$ cat config.mk
export PLATFORM = sky130hd
export DESIGN_NAME = multi_cycle_ctrl
export DESIGN_NICKNAME = d
export VERILOG_FILES = /design/src/rtl/multi_cycle_ctrl.sv
export SDC_FILE = /design/constraint.sdc
export NUM_CORES = 1
export LEC_CHECK = 0
export ABC_AREA = 1
export ABC_CLOCK_PERIOD_IN_PS = 1650
export BUFFER_PORTS_ARGS = -buffer_cell sky130_fd_sc_hd__buf_2
export CORE_ASPECT_RATIO = 1.75
export CORE_MARGIN = 2
export CORE_UTILIZATION = 47
export CTS_CLUSTER_DIAMETER = 100
export CTS_CLUSTER_SIZE = 40
export DETAILED_ROUTE_END_ITERATION = 8
export PLACE_DENSITY = 0.74
export SLEW_MARGIN = 20
export SYNTH_ARGS = -nofsm -noshare
export SYNTH_HDL_FRONTEND = slang
export SYNTH_SLANG_ARGS = --single-unit
$ cat constraint.sdc
create_clock -name clk_i -period 1.65 [get_ports clk_i]
set_input_delay 0.495 -clock clk_i [delete_from_list [all_inputs] [get_ports clk_i]]
set_output_delay 0.495 -clock clk_i [all_outputs]
set_load 0.05 [all_outputs]
$ cat src/rtl/multi_cycle_ctrl.sv
// Multi-cycle MIPS control FSM: steps FETCH/DECODE/EXEC/MEM/WB and drives shared-datapath controls.
// 2-5 cycles per instruction; FETCH/MEMRD/MEMWR stall on mem_ready_i when MEM_WAIT=1.
module multi_cycle_ctrl #(
  parameter int ALUOP_W  = 3,
  parameter int MEM_WAIT = 1,
  parameter int TRAP_EN  = 1,
  parameter int CNT_W    = 16
) (
  input  logic               clk_i,
  input  logic               rst_i,
  input  logic [5:0]         instr_op_i,
  input  logic               mem_ready_i,
  output logic               PCWrite_o,
  output logic               PCWriteCond_o,
  output logic               IorD_o,
  output logic               MemRead_o,
  output logic               MemWrite_o,
  output logic               IRWrite_o,
  output logic               MemtoReg_o,
  output logic               RegDst_o,
  output logic               RegWrite_o,
  output logic               ALUSrcA_o,
  output logic [1:0]         ALUSrcB_o,
  output logic [1:0]         PCSource_o,
  output logic [ALUOP_W-1:0] ALU_op_o,
  output logic [3:0]         state_o,
  output logic               illegal_o,
  output logic [CNT_W-1:0]   instr_cnt_o
);

  typedef enum logic [3:0] {
    S_RST    = 4'd0,  S_FETCH = 4'd1,  S_DECODE = 4'd2,  S_MEMADR = 4'd3,
    S_MEMRD  = 4'd4,  S_MEMWB = 4'd5,  S_MEMWR  = 4'd6,  S_EXEC   = 4'd7,
    S_RWB    = 4'd8,  S_BRANCH = 4'd9, S_IEXEC  = 4'd10, S_IWB    = 4'd11,
    S_JUMP   = 4'd12, S_TRAP  = 4'd13
  } state_t;

  localparam logic [5:0] OP_R    = 6'b000000;
  localparam logic [5:0] OP_LW   = 6'b100011;
  localparam logic [5:0] OP_SW   = 6'b101011;
  localparam logic [5:0] OP_BEQ  = 6'b000100;
  localparam logic [5:0] OP_ADDI = 6'b001000;
  localparam logic [5:0] OP_SLTI = 6'b001010;
  localparam logic [5:0] OP_J    = 6'b000010;

  state_t           state_q, state_d;
  logic [CNT_W-1:0] cnt_q, cnt_d;
  logic             rdy;

  assign rdy         = (MEM_WAIT != 0) ? mem_ready_i : 1'b1;
  assign state_o     = state_q;
  assign instr_cnt_o = cnt_q;

  always_ff @(posedge clk_i or negedge rst_i) begin
    if (!rst_i) begin
      state_q <= S_RST;
      cnt_q   <= '0;
    end else begin
      state_q <= state_d;
      cnt_q   <= cnt_d;
    end
  end

  always_comb begin
    state_d       = state_q;
    cnt_d         = cnt_q;
    PCWrite_o     = 1'b0;
    PCWriteCond_o = 1'b0;
    IorD_o        = 1'b0;
    MemRead_o     = 1'b0;
    MemWrite_o    = 1'b0;
    IRWrite_o     = 1'b0;
    MemtoReg_o    = 1'b0;
    RegDst_o      = 1'b0;
    RegWrite_o    = 1'b0;
    ALUSrcA_o     = 1'b0;
    ALUSrcB_o     = 2'b00;
    PCSource_o    = 2'b00;
    ALU_op_o      = '0;
    illegal_o     = 1'b0;
    case (state_q)
      S_RST: state_d = S_FETCH;
      S_FETCH: begin
        MemRead_o = 1'b1;
        ALUSrcB_o = 2'b01;
        IRWrite_o = rdy;
        PCWrite_o = rdy;
        if (rdy) state_d = S_DECODE;
      end
      S_DECODE: begin
        ALUSrcB_o = 2'b11;
        case (instr_op_i)
          OP_R:            state_d = S_EXEC;
          OP_LW, OP_SW:    state_d = S_MEMADR;
          OP_BEQ:          state_d = S_BRANCH;
          OP_ADDI, OP_SLTI: state_d = S_IEXEC;
          OP_J:            state_d = S_JUMP;
          default:         state_d = (TRAP_EN != 0) ? S_TRAP : S_FETCH;
        endcase
      end
      S_MEMADR: begin
        ALUSrcA_o = 1'b1;
        ALUSrcB_o = 2'b10;
        state_d   = (instr_op_i == OP_SW) ? S_MEMWR : S_MEMRD;
      end
      S_MEMRD: begin
        MemRead_o = 1'b1;
        IorD_o    = 1'b1;
        if (rdy) state_d = S_MEMWB;
      end
      S_MEMWB: begin
        RegWrite_o = 1'b1;
        MemtoReg_o = 1'b1;
        state_d    = S_FETCH;
      end
      S_MEMWR: begin
        MemWrite_o = 1'b1;
        IorD_o     = 1'b1;
        if (rdy) state_d = S_FETCH;
      end
      S_EXEC: begin
        ALUSrcA_o     = 1'b1;
        ALU_op_o[2:0] = 3'b010;
        state_d       = S_RWB;
      end
      S_RWB: begin
        RegWrite_o = 1'b1;
        RegDst_o   = 1'b1;
        state_d    = S_FETCH;
      end
      S_BRANCH: begin
        ALUSrcA_o     = 1'b1;
        ALU_op_o[2:0] = 3'b001;
        PCWriteCond_o = 1'b1;
        PCSource_o    = 2'b01;
        state_d       = S_FETCH;
      end
      S_IEXEC: begin
        ALUSrcA_o     = 1'b1;
        ALUSrcB_o     = 2'b10;
        ALU_op_o[2:0] = (instr_op_i == OP_SLTI) ? 3'b011 : 3'b000;
        state_d       = S_IWB;
      end
      S_IWB: begin
        RegWrite_o = 1'b1;
        state_d    = S_FETCH;
      end
      S_JUMP: begin
        PCWrite_o  = 1'b1;
        PCSource_o = 2'b10;
        state_d    = S_FETCH;
      end
      S_TRAP: illegal_o = 1'b1;
      default: state_d = S_RST;
    endcase
    // An instruction retires on every return to FETCH, except the start-up step out of RST.
    if (state_d == S_FETCH && state_q != S_FETCH && state_q != S_RST)
      cnt_d = cnt_q + CNT_W'(1);
  end

endmodule

* Word-level counts from Yosys, hierarchy flattened
Index checks and enable logic that the tools add are counted.
Widths: inputs -> output; s select.
** Word-level totals
- Bits in registers :: 20
- Bits of input ports :: 9
- Output and inout port bits :: 38
- Word-level logic and storage cells :: 58
** Cells by class
- Add/sub/neg operators :: 1
- Equality and inequality tests :: 21
- Multiplexer cells :: 21
- Reductions and logical operators :: 13
** Operators by type and width (number)
- $pmux 4 s9 :: 1
- $eq 4x4->1 const B :: 6
- $pmux 4 s5 :: 1
- $add 16x1->16 const B :: 1
- $eq 4x3->1 const B :: 4
- $eq 6x4->1 const B :: 2
- $eq 6x6->1 const B :: 2
- $mux 4 :: 3
- $pmux 2 s3 :: 2
- $mux 1 :: 10
- $reduce_or 2->1 :: 5
- $eq 4x1->1 const B :: 2
- $eq 4x2->1 const B :: 2
- $eq 6x2->1 const B :: 1
- $eq 6x3->1 const B :: 1
- $logic_not 6->1 :: 1
- $reduce_or 6->1 :: 1
- $logic_not 4->1 :: 1
- $mux 2 :: 2
- $ne 4x1->1 const B :: 1
- $pmux 2 s2 :: 1
- $reduce_bool 4->1 :: 1
- $reduce_or 4->1 :: 1
- $reduce_or 3->1 :: 1
- 2 further kinds :: 3

* Longest topological paths before layout
Gate-level depths: netlist of run 1.
- Word-level depth :: 7
- Mapped depth :: 13

* Worst setup path after synthesis of run 1
OpenSTA, ideal clock, no wires.
- Path kind :: register to output
- From :: register state_q[0], in the netlist state_o[0]
- To :: output RegWrite_o
- Arrival :: 2.377 ns
- Slack :: -1.222 ns
- Stages on the path, launching flop included :: 7
- Buffers on the path :: 0
- Cell sequence :: dfrtp_1 -> inv_2 -> nor2_2 -> inv_1 -> nor2_1 -> nor2_1 -> o21ai_0
** Between the ends
- Word-level cells in the longest chain between the ends :: 3
- Elaborated cells between the ends (all ways) :: 5
** RTL lines
- from (decl) :: RTL line 46 : state_t state_q, state_d;
- from (signal assigned) :: RTL line 59 : state_q <= state_d;
- $eq 4x4->1 / $eq 4x3->1 (equally long branches) :: RTL line 81 : case (state_q)
- $reduce_or 3->1 (no line) (*)
- $mux 1 (*) :: RTL line 81
- to (decl) :: RTL line 21 : output logic RegWrite_o,
Every way passes the cells marked *; elsewhere a longest branch is shown, timed or not.

* Worst setup path after layout of run 1
- From :: register state_q[3], in the netlist state_o[3]
- To :: output ALUSrcA_o
** Between the ends
- Word-level cells in the longest chain between the ends :: 3
- Elaborated cells between the ends (all ways) :: 6
** RTL lines
- $eq 4x4->1 (tied with other cells) :: RTL line 81
- $reduce_or 4->1 (no line) (*)
- $mux 1 (*) :: RTL line 81
- to (decl) :: RTL line 22 : output logic ALUSrcA_o,
Marks and branches as above.

==> run summary, run 1 <==
The post-route netlist has 49.2% of its cells at a drive strength greater than 1. The first-pass detailed-route iteration total came out at 4. The half-perimeter wire length after detailed placement came out at 3590 µm. The worst reg2reg path startpoint is state_o[1].

The share of synthesized registers carrying an async set or reset came out at 100%. The endpoint arrival time on the critical path is 1.58 ns. The main flop type after synthesis is sky130_fd_sc_hd__dfrtp_1. The number of global-route vias before repair came to 1890.

For met3 alone, demand over resource in global routing was 1.08%. In the routed design, unresolved DRC markers number 0. The largest driver fanout on the critical path is 4. The cell area after synthesis came out at 1660 µm².

The sort of element at the end of the critical path is a primary output. The post-route cell area came out at 2760 µm². The number of nets at the end of the flow came out at 344. The most common cell in the synthesized netlist is sky130_fd_sc_hd__nand2_1.

For the worst setup path, the data required time is 1.15 ns. The critical path is of the reg -> out type. The site row count came out at 28. In this run, synthesis produced a sequential element count of 20.

Global routing used 23.8% of the available met1 tracks. OpenSTA, run right after detailed placement, puts the worst setup slack at -0.349 ns. The type of the most critical hold path is in -> async.

met2 is the most crowded layer. Setup repair after global routing could not meet its margin everywhere. The height of the die is 82.6 µm. The number of nets in the synthesized netlist is 250. The area share of the largest cell type after synthesis came out at 30.2%.

CTS built an H-tree with a depth of 1. In this design, the stage delay of the slowest critical-path cell is 0.47 ns. The maximum count of clock buffers along a single path is 2. The minimum clock period is 2.08 ns.

Clock tree synthesis selected as its root buffer the cell sky130_fd_sc_hd__clkbuf_8. The number of flops mapped to enable cells by yosys came out at 0. The final number of setup-violating endpoints is 35. The checks that failed: negative setup slack. The maximum number of pins on one net before global-route repair is 21. The filler cell count is 215.

The post-synthesis cell type count is 30. Counting instances in the post-synthesis netlist gives the leading cell types as 65 x sky130_fd_sc_hd__nand2_1, 34 x sky130_fd_sc_hd__inv_1, 28 x sky130_fd_sc_hd__nor2_1, 20 x sky130_fd_sc_hd__dfrtp_1. The type of element launching the critical path is a flip-flop. The cell taking the most area after synthesis is sky130_fd_sc_hd__dfrtp_1. The starting density of the core is 49.3%. The largest individual stage delay along the critical path comes from the cell sky130_fd_sc_hd__dfrtp_2. The highest clock frequency the design can meet is 482 MHz. Clock-pin slew was measured on the worst setup and hold paths at 0.07 ns. The layout overhead on the synthesized area is 66.1%. The number of hold-slack violations in the final timing report came out at 0.

The first global-routing pass estimated 8040 µm of wire. The violation count after the first detailed-routing iteration came out at 61. The number of buffers and inverters on the critical path is 4. The clock buffer count from CTS came out at 3. The combined flip-flop and latch cell area came out at 505 µm². The per-cell routed wire length came out at 14.6 µm. The final setup slack of the worst path came out at -0.425 ns. After floorplanning, the core was sized to cover 3360 µm².

The maximum clock skew at final layout is 0.00223 ns. The number of antenna violations at the first check in global routing came to 0. The number of pins with negative max-slew slack in the final report is 0. The run finished, with violations left. The maximum vdd drop came out at 1.61 mV. Global routing finished with a remaining overflow of 0. The number of max-capacitance violations reported came out at 0. The sequential cell area fraction in the yosys report came out at 30.2%. The TritonCTS clock tree is yes.

The footprint of the multi-input gates came out at 1170 µm². The total design power came out at 5.98 mW. The signal on the critical path passes through inv_4 > nor2_4 > inv_4 > nor2_4 > inv_2 > o211ai_1 > buf_4. The residual antenna-violating net count after detailed routing is 0. The total I/O pin count is 47. Across every metal layer, demand over resource in global routing totals 25.5%.

The number of warning messages in the yosys log is 0. The most critical setup path has its startpoint at state_o[3]. The weighted congestion at the end of routability-driven global placement came out at 0.852. The count of input and output buffers came out at 45. The synthesized area per cell is 6.91 µm².

The diode insertion count for antenna repair came out at 0. The number of vias per cell came out at 5.10. The post-route clock period utilization came out at 126%.

The synthesized netlist cell count came out at 240. In the post-synthesis netlist, the biggest area contributors are sky130_fd_sc_hd__dfrtp_1 30%, sky130_fd_sc_hd__nand2_1 15%, sky130_fd_sc_hd__inv_1 7.7%, sky130_fd_sc_hd__xor2_1 7.4%, sky130_fd_sc_hd__o21bai_1 7.2%. Clock latency on the worst-skew pair, taken at its later pin, is 0.26 ns. The via count of the routed design is 1926.

The total wire length came out at 5520 µm. The count of clock tree sinks came out at 20. Summed over all cells, the static leakage comes to 1.46 nW.

The die outline width is 48.9 µm. The largest delay contributor family on the critical path is flip-flops. For met2 alone, demand over resource in global routing was 54.5%. Power spread over the standard cell area amounts to 2170 nW/µm². The post-placement cell area is 2260 µm². The area enclosed by the die boundary came out at 4040 µm².
==> per-layer routing <==
| layer | vias up | wire length [µm] |
|---|---|---|
| met5 | - | 0 |
| met4 | 0 | 191 |
| met3 | 17 | 180 |
| met2 | 70 | 3310 |
| met1 | 909 | 1840 |
| li1 | 930 | - |
==> state kept, by name (all words and copies together) (netlist names) <==
register,cells
instr_cnt_o,16
state_o,4
==> metrics by stage <==
step | util (%) | hold slack (ns) | std cells | TNS [ns]
finish | 82.0 | 0.178 | 378 | -8.40
global route | 82.0 | 0.211 | 378 | -10.71
CTS | 74.9 | 0.194 | 370 | -6.41
detailed placement | 67.2 | 0.473 | 359 | -6.64
global placement | 67.2 | 0.467 | 359 | -5.26
floorplan | - | 0.199 | 240 | -11.18
==> timing repair <==
| item | 4_1_cts | 5_1_grt |
|---|---|---|
| setup buffers | 7 | 7 |
| cloned | 0 | 1 |
| resized for setup | 48 | 46 |
| pin swaps | 19 | 29 |
| endpoints found under the setup margin | 33 | 35 |
| hold buffers | 0 | 0 |
==> cell families after synthesis <==
group	count (synthesis)	synth area share [%]
and+or+nand+nor	134	39.1
buffers and inverters	46	12.3
AOI/OAI and AO/OA	24	10.1
DFF	20	30.2
xor gates and xnor gates	14	7.39
adders and majority gates	1	0.754
other	1	0.226
==> worst register-to-register path, stage by stage (launching register included) <==
cell                      delay (ns)
sky130_fd_sc_hd__dfrtp_2        0.50
sky130_fd_sc_hd__buf_12         0.16
sky130_fd_sc_hd__nand2_2        0.10
sky130_fd_sc_hd__nor2_2         0.06
sky130_fd_sc_hd__inv_1          0.09
sky130_fd_sc_hd__nand3_1        0.12
sky130_fd_sc_hd__a21oi_4        0.18
sky130_fd_sc_hd__nand3_4        0.16
sky130_fd_sc_hd__buf_12         0.17
sky130_fd_sc_hd__nor2_8         0.18
sky130_fd_sc_hd__nand2_2        0.08
sky130_fd_sc_hd__nand2_2        0.07
==> cell usage in the layout, fill, tap and decap left out, types with 2 or more instances in the layout <==
cell type,n
sky130_fd_sc_hd__inv_2,4
sky130_fd_sc_hd__nor2_2,5
sky130_fd_sc_hd__nand2_2,18
sky130_fd_sc_hd__o21bai_4,2
sky130_fd_sc_hd__nor3_1,3
sky130_fd_sc_hd__nand2_4,4
sky130_fd_sc_hd__nand2_1,47
sky130_fd_sc_hd__buf_6,21
sky130_fd_sc_hd__buf_12,3
sky130_fd_sc_hd__nand4_1,4
sky130_fd_sc_hd__o21ai_2,2
sky130_fd_sc_hd__buf_2,27
sky130_fd_sc_hd__nor2_1,18
sky130_fd_sc_hd__nand3_4,3
sky130_fd_sc_hd__inv_4,6
sky130_fd_sc_hd__nand3_1,16
sky130_fd_sc_hd__buf_8,6
sky130_fd_sc_hd__clkbuf_8,4
sky130_fd_sc_hd__xor2_1,14
sky130_fd_sc_hd__dfrtp_2,4
sky130_fd_sc_hd__inv_1,29
sky130_fd_sc_hd__dfrtp_1,16
sky130_fd_sc_hd__o21bai_1,14
sky130_fd_sc_hd__nor2_4,13
sky130_fd_sc_hd__buf_4,36
==> final timing paths <==
kind	endpoint	slack, ns	depth (start not counted)
max reg2reg	instr_cnt_o[8]	-0.26	11
max in group asynchronous	state_o[3]	1.13	1
min reg2reg	instr_cnt_o[0]	0.61	3
min in group clk_i	instr_cnt_o[0]	0.61	3
min	instr_cnt_o[12]	0.18	1
max	ALUSrcA_o	-0.43	7
==> final cells by class <==
class / count / share of cell area [%]
Inverter: 40 / 5.99
Tap cell: 45 / 2.04
Sequential cell: 20 / 18.3
Timing Repair Buffer: 94 / 29.0
Clock buffer: 4 / 2.00
Multi-Input combinational cell: 175 / 42.6
==> power breakdown <==
part / total (mW) / switching [mW] / internal, mW
Combinational: 4.85 / 2.84 / 2.01
Sequential: 0.763 / 0.170 / 0.592
Clock: 0.369 / 0.157 / 0.212
Note: power is estimated with default switching activity, not from simulation.
==> run 2: changes to the inputs <==
--- a/config.mk
+++ b/config.mk
@@ -14,6 +14,7 @@
 export CTS_CLUSTER_DIAMETER = 100
 export CTS_CLUSTER_SIZE = 40
 export DETAILED_ROUTE_END_ITERATION = 8
+export MAX_ROUTING_LAYER = met4
 export PLACE_DENSITY = 0.74
 export SLEW_MARGIN = 20
 export SYNTH_ARGS = -nofsm -noshare
==> run 2 against run 1 <==
- the flow still finishes with violations (negative setup slack)
- sequential share of layout area unchanged
- first-iteration DRC count up 21%
- cell count unchanged
- via count unchanged
- hold slack better by 0.0012 ns
- non-clock buffer count unchanged
- sequential power about the same
- register-to-register slack about the same
- clock-buffer cell count unchanged
- power up 0.19%
- setup slack worse by 0.0061 ns
- critical endpoint unchanged
- highest routed layer unchanged
==> run summary, run 2 (same netlist as run 1, synthesis figures left out) <==
The type of element launching the critical path is a flip-flop. The number of vias per cell is 5.10 (unchanged). Clock tree synthesis selected as its root buffer the cell sky130_fd_sc_hd__clkbuf_8.

The residual antenna-violating net count after detailed routing is 0 (unchanged). The global-route usage over all layers was 26.3% (+0.77 points). The total I/O pin count came out at 47 (unchanged).

The count of input and output buffers came out at 45 (unchanged). The layout overhead on the synthesized area is 66.1% (unchanged). The worst setup path is captured at a primary output. The fraction of layout instances using a drive strength above 1 came out at 49.2% (unchanged). The maximum number of pins on one net before global-route repair was 21 (unchanged).

The weighted congestion at the end of routability-driven global placement is 0.865 (+1.6%). The count of clock tree sinks is 20 (unchanged). The largest driver fanout on the critical path is 4 (unchanged). The maximum vdd drop was 1.62 mV (+0.77%). The maximum count of clock buffers along a single path is 2 (unchanged). The post-placement worst setup slack came out at -0.349 ns (unchanged). The violation count after the first detailed-routing iteration was 74 (+21%). The number of global-route vias before repair is 1886 (-0.21%). The critical path starts at state_o[3]. The area enclosed by the die boundary was 4040 µm² (unchanged).

The endpoint arrival time on the critical path is 1.59 ns (about the same). In the layout the commonest cells are 47 x sky130_fd_sc_hd__nand2_1, 36 x sky130_fd_sc_hd__buf_4, 29 x sky130_fd_sc_hd__inv_1, 27 x sky130_fd_sc_hd__buf_2, 21 x sky130_fd_sc_hd__buf_6. The per-cell routed wire length came out at 14.7 µm (+0.38%). The total design power came out at 5.99 mW (+0.19%). The minimum clock period came out at 2.08 ns (+0.00608 ns). The die outline width came out at 48.9 µm (unchanged). The TritonCTS clock tree is yes. The highest clock frequency the design can meet is 480 MHz (-0.29%). The number of flip-flops in the largest register is 16 (unchanged).

Setup repair after global routing could not meet its margin everywhere. The final setup slack of the worst path is -0.431 ns (-0.00608 ns). The run finished, with violations left.

The footprint of the multi-input gates is 1170 µm² (unchanged). The min-delay analysis places its worst path in the category in -> async. The setup TNS came to -8.33 ns (+0.0680 ns). The global-route wire length before repair was 8050 µm (+0.17%).

The total wire length came to 5540 µm (+0.38%). The via count of the routed design was 1926 (unchanged). The cts-stage hold buffer count is 0 (unchanged).

The worst reg2reg path startpoint is state_o[1]. The areal power density over the cells is 2170 nW/µm² (+0.19%). The H-tree depth reported by CTS is 1 (unchanged).

The total grt overflow came out at 0 (unchanged). The worst slack on hold paths was 0.179 ns (+0.00121 ns). The number of max-capacitance violations reported came out at 0 (unchanged).

The maximum clock skew at final layout came to 0.00390 ns (+0.00167 ns). The clock buffer count from CTS came out at 3 (unchanged). The combined flip-flop and latch cell area came to 505 µm² (unchanged).

The area of the core is 3360 µm² (unchanged). The number of remaining DRC errors came out at 0 (unchanged). The half-perimeter wire length after detailed placement is 3590 µm (unchanged).

The diode insertion count for antenna repair came out at 0 (unchanged). The endpoint required time on the critical path is 1.15 ns (about the same). The uppermost signal routing layer after detailed routing is met4.

The sum of routed wire segments on met1 came out at 1890 µm (+3.2%). The met3 wire length came out at 170 µm (-5.6%). The number of pins with negative max-slew slack in the final report is 0 (unchanged). The clock input transition at the sequential cells of the worst setup and hold paths is 0.07 ns (about the same).

The final reports fail on negative setup slack. The clock latency at the later pin of the worst-skew pair came out at 0.26 ns (about the same). The wire length on met2 was 3300 µm (-0.39%). The post-route clock period utilization is 126% (+0.37 points). The number of nets at the end of the flow came out at 344 (unchanged). The starting density of the core came out at 49.3% (unchanged). The critical path class is reg -> out.

The site row count is 28 (unchanged). The leakage power figure came to 1.46 nW (unchanged). The number of hold-slack violations in the final timing report is 0 (unchanged). The number of antenna violations at the first check in global routing came out at 0 (unchanged). The first-pass detailed-route iteration total came out at 4 (unchanged). The height of the die is 82.6 µm (unchanged). The library cell used most frequently in the layout, excluding fill and tap cells, is sky130_fd_sc_hd__nand2_1. The filler cell count is 215 (unchanged). The final number of setup-violating endpoints is 35 (unchanged).
==> run 2: cell counts in the layout (fill, tap and decap cells not counted) <==
No cell type changed its count.
==> run 2: path summary, 6_finish.rpt <==
kind / end / slack [ns] / cells after the start
setup / recovery: ALUSrcA_o / -0.43 / 7
hold reg to reg: instr_cnt_o[0] / 0.61 / 3
min in group clk_i: instr_cnt_o[0] / 0.61 / 3
max in group asynchronous: state_o[1] / 1.13 / 1
setup reg to reg: instr_cnt_o[8] / -0.25 / 11
hold / removal: instr_cnt_o[8] / 0.18 / 1
==> run 2: per-layer routing <==
| metal | GRT usage, % | vias up |
|---|---|---|
| met1 | 23.8 | 918 |
| li1 | - | 928 |
| met2 | 54.7 | 63 |
| met3 | 1.08 | 17 |
| met5 | - | - |
| met4 | 13.7 | 0 |
==> run 2: report_power, final <==
group | internal, mW | switching (mW)
Combinational | 2.01 | 2.85
Sequential | 0.592 | 0.171
Clock | 0.212 | 0.157
Total | 2.81 | 3.18
==> run 2: critical path: stages (launching register included) <==
cell and delay [ns]:
sky130_fd_sc_hd__dfrtp_2 0.47, sky130_fd_sc_hd__inv_4 0.08, sky130_fd_sc_hd__nor2_4 0.15, sky130_fd_sc_hd__inv_4 0.06, sky130_fd_sc_hd__nor2_4 0.14, sky130_fd_sc_hd__inv_2 0.06, sky130_fd_sc_hd__o211ai_1 0.11, sky130_fd_sc_hd__buf_4 0.24
==> run 2: metrics by stage <==
stage | utilization [%] | instances | cell area (µm²)
floorplan | - | 240 | 1750
global placement | 67.2 | 359 | 2260
detailed placement | 67.2 | 359 | 2260
CTS | 74.9 | 370 | 2520
global route | 82.0 | 378 | 2760
finish | 82.0 | 378 | 2760
==> run 2: cell type report <==
class                      count  area share [%]
multi-input combinational    175            42.6
timing repair buffer          94            29.0
sequential                    20            18.3
inverter                      40            5.99
tap                           45            2.04
clock buffer                   4            2.00
==> run 2: what timing repair did <==
item                                    CTS  global route
setup buffers                             7             7
gates cloned                              0             1
endpoints found under the setup margin   33            35
pin swaps                                19            29
resized for setup                        48            46
==> run 3: changes to the inputs <==
--- a/config.mk
+++ b/config.mk
@@ -6,16 +6,16 @@
 export NUM_CORES = 1
 export LEC_CHECK = 0
 export ABC_AREA = 1
-export ABC_CLOCK_PERIOD_IN_PS = 1650
+export ABC_CLOCK_PERIOD_IN_PS = 2500
 export BUFFER_PORTS_ARGS = -buffer_cell sky130_fd_sc_hd__buf_2
 export CORE_ASPECT_RATIO = 1.75
 export CORE_MARGIN = 2
-export CORE_UTILIZATION = 47
+export CORE_UTILIZATION = 56
 export CTS_CLUSTER_DIAMETER = 100
 export CTS_CLUSTER_SIZE = 40
 export DETAILED_ROUTE_END_ITERATION = 8
 export MAX_ROUTING_LAYER = met4
-export PLACE_DENSITY = 0.74
+export PLACE_DENSITY = 0.83
 export SLEW_MARGIN = 20
 export SYNTH_ARGS = -nofsm -noshare
 export SYNTH_HDL_FRONTEND = slang
==> constraint.sdc (replaced) <==
create_clock -name clk_i -period 2.5 [get_ports clk_i]
set_input_delay 0.75 -clock clk_i [delete_from_list [all_inputs] [get_ports clk_i]]
set_output_delay 0.75 -clock clk_i [all_outputs]
set_load 0.05 [all_outputs]
==> run 3 against run 2 <==
- the run now ends clean
- register-to-register slack better by 0.80 ns
- cell count is 18% lower
- sequential cell count stayed put
- non-clock buffer count is 49 lower
- routed wire length is 31% lower
- via count is 15% lower
- sequential share of layout area is 7.6 points higher
- critical path depth is 3 lower
- critical path type unchanged
- largest power group unchanged
==> run summary, run 3 (same netlist as run 1, synthesis figures left out) <==
The total grt overflow came to 0 (unchanged). The maximum vdd drop is 0.883 mV (-46%). The area enclosed by the die boundary was 3430 µm² (-15%). The per-cell routed wire length came to 12.4 µm (-16%). The routed design could run at a clock period as short as 2.43 ns. The height of the die is 76.0 µm (-8.0%). The filler cell count is 259 (+20%).

The combined flip-flop and latch cell area came out at 505 µm² (unchanged). On the critical path, the stage with the largest delay is an instance of sky130_fd_sc_hd__dfrtp_2. The starting density of the core came to 58.0% (+8.6 points). The number of flip-flops in the largest register is 16 (unchanged). The worst setup path is of the reg -> out kind. The number of resized instances in the post-cts repair step was 0 (-100%). The top cell types in the final layout, fill and taps aside, are 65 x sky130_fd_sc_hd__nand2_1, 45 x sky130_fd_sc_hd__buf_2, 33 x sky130_fd_sc_hd__inv_1, 24 x sky130_fd_sc_hd__nor2_1. The cts-stage hold buffer count came out at 0 (unchanged).

The critical path goes through nor2_2 > nand2_1 > nor2_1 > buf_2. The first-pass detailed-route iteration total is 4 (unchanged). The half-perimeter wire length after detailed placement came to 3060 µm (-15%). Timing would allow up to 412 MHz. The number of pins with negative max-slew slack in the final report is 0 (unchanged). The area of the core is 2860 µm² (-15%). The fraction of the core area covered by cells at the end of the flow is 68.1% (-14 points).

The post-route clock period utilization is 97.2%. The endpoint arrival time on the critical path was 1.68 ns (+0.09 ns). The areal power density over the cells was 1260 nW/µm² (-42%). The number of global-route vias before repair came out at 1605 (-15%). The violation count after the first detailed-routing iteration is 51 (-31%). The total wire length came out at 3840 µm (-31%). The site row count is 26 (-7.1%). The number of max-capacitance violations reported is 0 (unchanged). The worst setup path is captured at a primary output. The number of antenna violations at the first check in global routing came out at 0 (unchanged). The run finished with clean final reports. The total I/O pin count is 47 (unchanged). The setup TNS was 0 ns (+8.33 ns).

The endpoint required time on the critical path was 1.75 ns (+0.60 ns). The count of clock tree sinks came to 20 (unchanged). The footprint of the multi-input gates came out at 978 µm² (-17%). The leakage power figure was 1.15 nW (-22%). Leaving out fill and tap cells, the most frequent cell in the layout is sky130_fd_sc_hd__nand2_1.

The count of input and output buffers is 45 (unchanged). The worst slack on hold paths came out at 0.422 ns (+0.243 ns). The type of element launching the critical path is a flip-flop. The maximum count of clock buffers along a single path is 2 (unchanged). The clock input transition at the sequential cells of the worst setup and hold paths is 0.07 ns (about the same). The largest delay contributor family on the critical path is simple AND/OR/NAND/NOR gates.

The longest individual stage delay on the worst path is 0.48 ns (about the same). The number of remaining DRC errors came out at 0 (unchanged). The buffer count from post-CTS setup fixing came out at 0 (-7). The total design power came out at 2.46 mW (-59%). The layout overhead on the synthesized area is 17.5%. The via count of the routed design is 1640 (-15%). The final number of setup-violating endpoints came to 0 (-100%).

The residual antenna-violating net count after detailed routing came out at 0 (unchanged). The number of vias per cell is 5.27 (+3.5%). The die outline width is 45.1 µm (-7.7%). The maximum clock skew at final layout is 0.00318 ns (-0.000717 ns). The maximum number of pins on one net before global-route repair is 21 (unchanged).

The TritonCTS clock tree is yes. The diode insertion count for antenna repair was 0 (unchanged). Setup repair after global routing left no endpoint under its margin. The weighted congestion at the end of routability-driven global placement came to 0.889 (+2.8%). The largest driver fanout on the critical path is 8 (+4). The global-route usage over all layers is 25.9% (-0.37 points). The clock latency at the later pin of the worst-skew pair is 0.26 ns (about the same).

The critical path buffer and inverter count is 1 (-3). The fraction of layout instances using a drive strength above 1 came out at 28.6% (-21 points). The global-route wire length before repair is 6740 µm (-16%).

The clock buffer count from CTS came out at 3 (unchanged). The H-tree depth reported by CTS came to 1 (unchanged). Clock tree synthesis selected as its root buffer the cell sky130_fd_sc_hd__clkbuf_8.

The tightest min-delay check is of the in -> async type. The number of nets at the end of the flow came out at 294 (-15%). The number of hold-slack violations in the final timing report came out at 0 (unchanged).
-- run 3: cell count changes in the layout (fill, tap and decap cells not counted), moves of 3 or more --
| cell | previous run | this run |
|---|---|---|
| sky130_fd_sc_hd__buf_12 | 3 | 0 |
| sky130_fd_sc_hd__buf_6 | 21 | 0 |
| sky130_fd_sc_hd__nand2_1 | 47 | 65 |
| sky130_fd_sc_hd__buf_4 | 36 | 0 |
| sky130_fd_sc_hd__nor2_1 | 18 | 24 |
| sky130_fd_sc_hd__nor2_4 | 13 | 6 |
| sky130_fd_sc_hd__buf_2 | 27 | 45 |
| sky130_fd_sc_hd__nand2_2 | 18 | 4 |
| sky130_fd_sc_hd__buf_8 | 6 | 0 |
| sky130_fd_sc_hd__inv_1 | 29 | 33 |
| sky130_fd_sc_hd__inv_4 | 6 | 0 |
| sky130_fd_sc_hd__nand2_4 | 4 | 1 |
-- run 3: final cells by class --
| cell class | instances | area share (%) |
|---|---|---|
| Sequential cell | 20 | 25.9 |
| Inverter | 40 | 7.70 |
| Tap cell | 28 | 1.80 |
| Multi-Input combinational cell | 174 | 50.2 |
| Clock buffer | 4 | 2.82 |
| Timing Repair Buffer | 45 | 11.6 |
-- run 3: power breakdown --
part	total [mW]	leakage (nW)	switching, mW	internal (mW)
Sequential	0.502	0.265	0.111	0.391
Combinational	1.71	0.852	1.33	0.381
Clock	0.248	0.0288	0.108	0.140
Total	2.46	1.15	1.55	0.912
-- run 3: through the flow --
| step | setup slack, ns | std cells | instance area, µm² |
|---|---|---|---|
| floorplan | -0.00439 | 240 | 1690 |
| global placement | 0.174 | 307 | 1890 |
| detailed placement | 0.168 | 307 | 1890 |
| CTS | 0.0901 | 311 | 1950 |
| global route | 0.00340 | 311 | 1950 |
| finish | 0.0700 | 311 | 1950 |
-- run 3: per-layer routing --
metal	part of all wire (%)	track usage (%)	vias up
met5	0	-	-
met4	3.0	11.2	0
met3	3.8	2.37	10
met2	58	46.7	51
met1	35	26.6	749
li1	-	-	830
-- run 3: path summary, 6_finish.rpt --
check	slack, ns	depth (start not counted)	to	from
setup / recovery	0.07	4	IRWrite_o	state_o[1]
hold / removal	0.42	1	instr_cnt_o[12]	rst_i
setup reg to reg	0.55	9	instr_cnt_o[9]	state_o[2]
hold reg to reg	0.59	3	instr_cnt_o[15]	instr_cnt_o[15]
max in group asynchronous	1.74	1	state_o[3]	rst_i
min in group clk_i	0.59	3	instr_cnt_o[15]	instr_cnt_o[15]
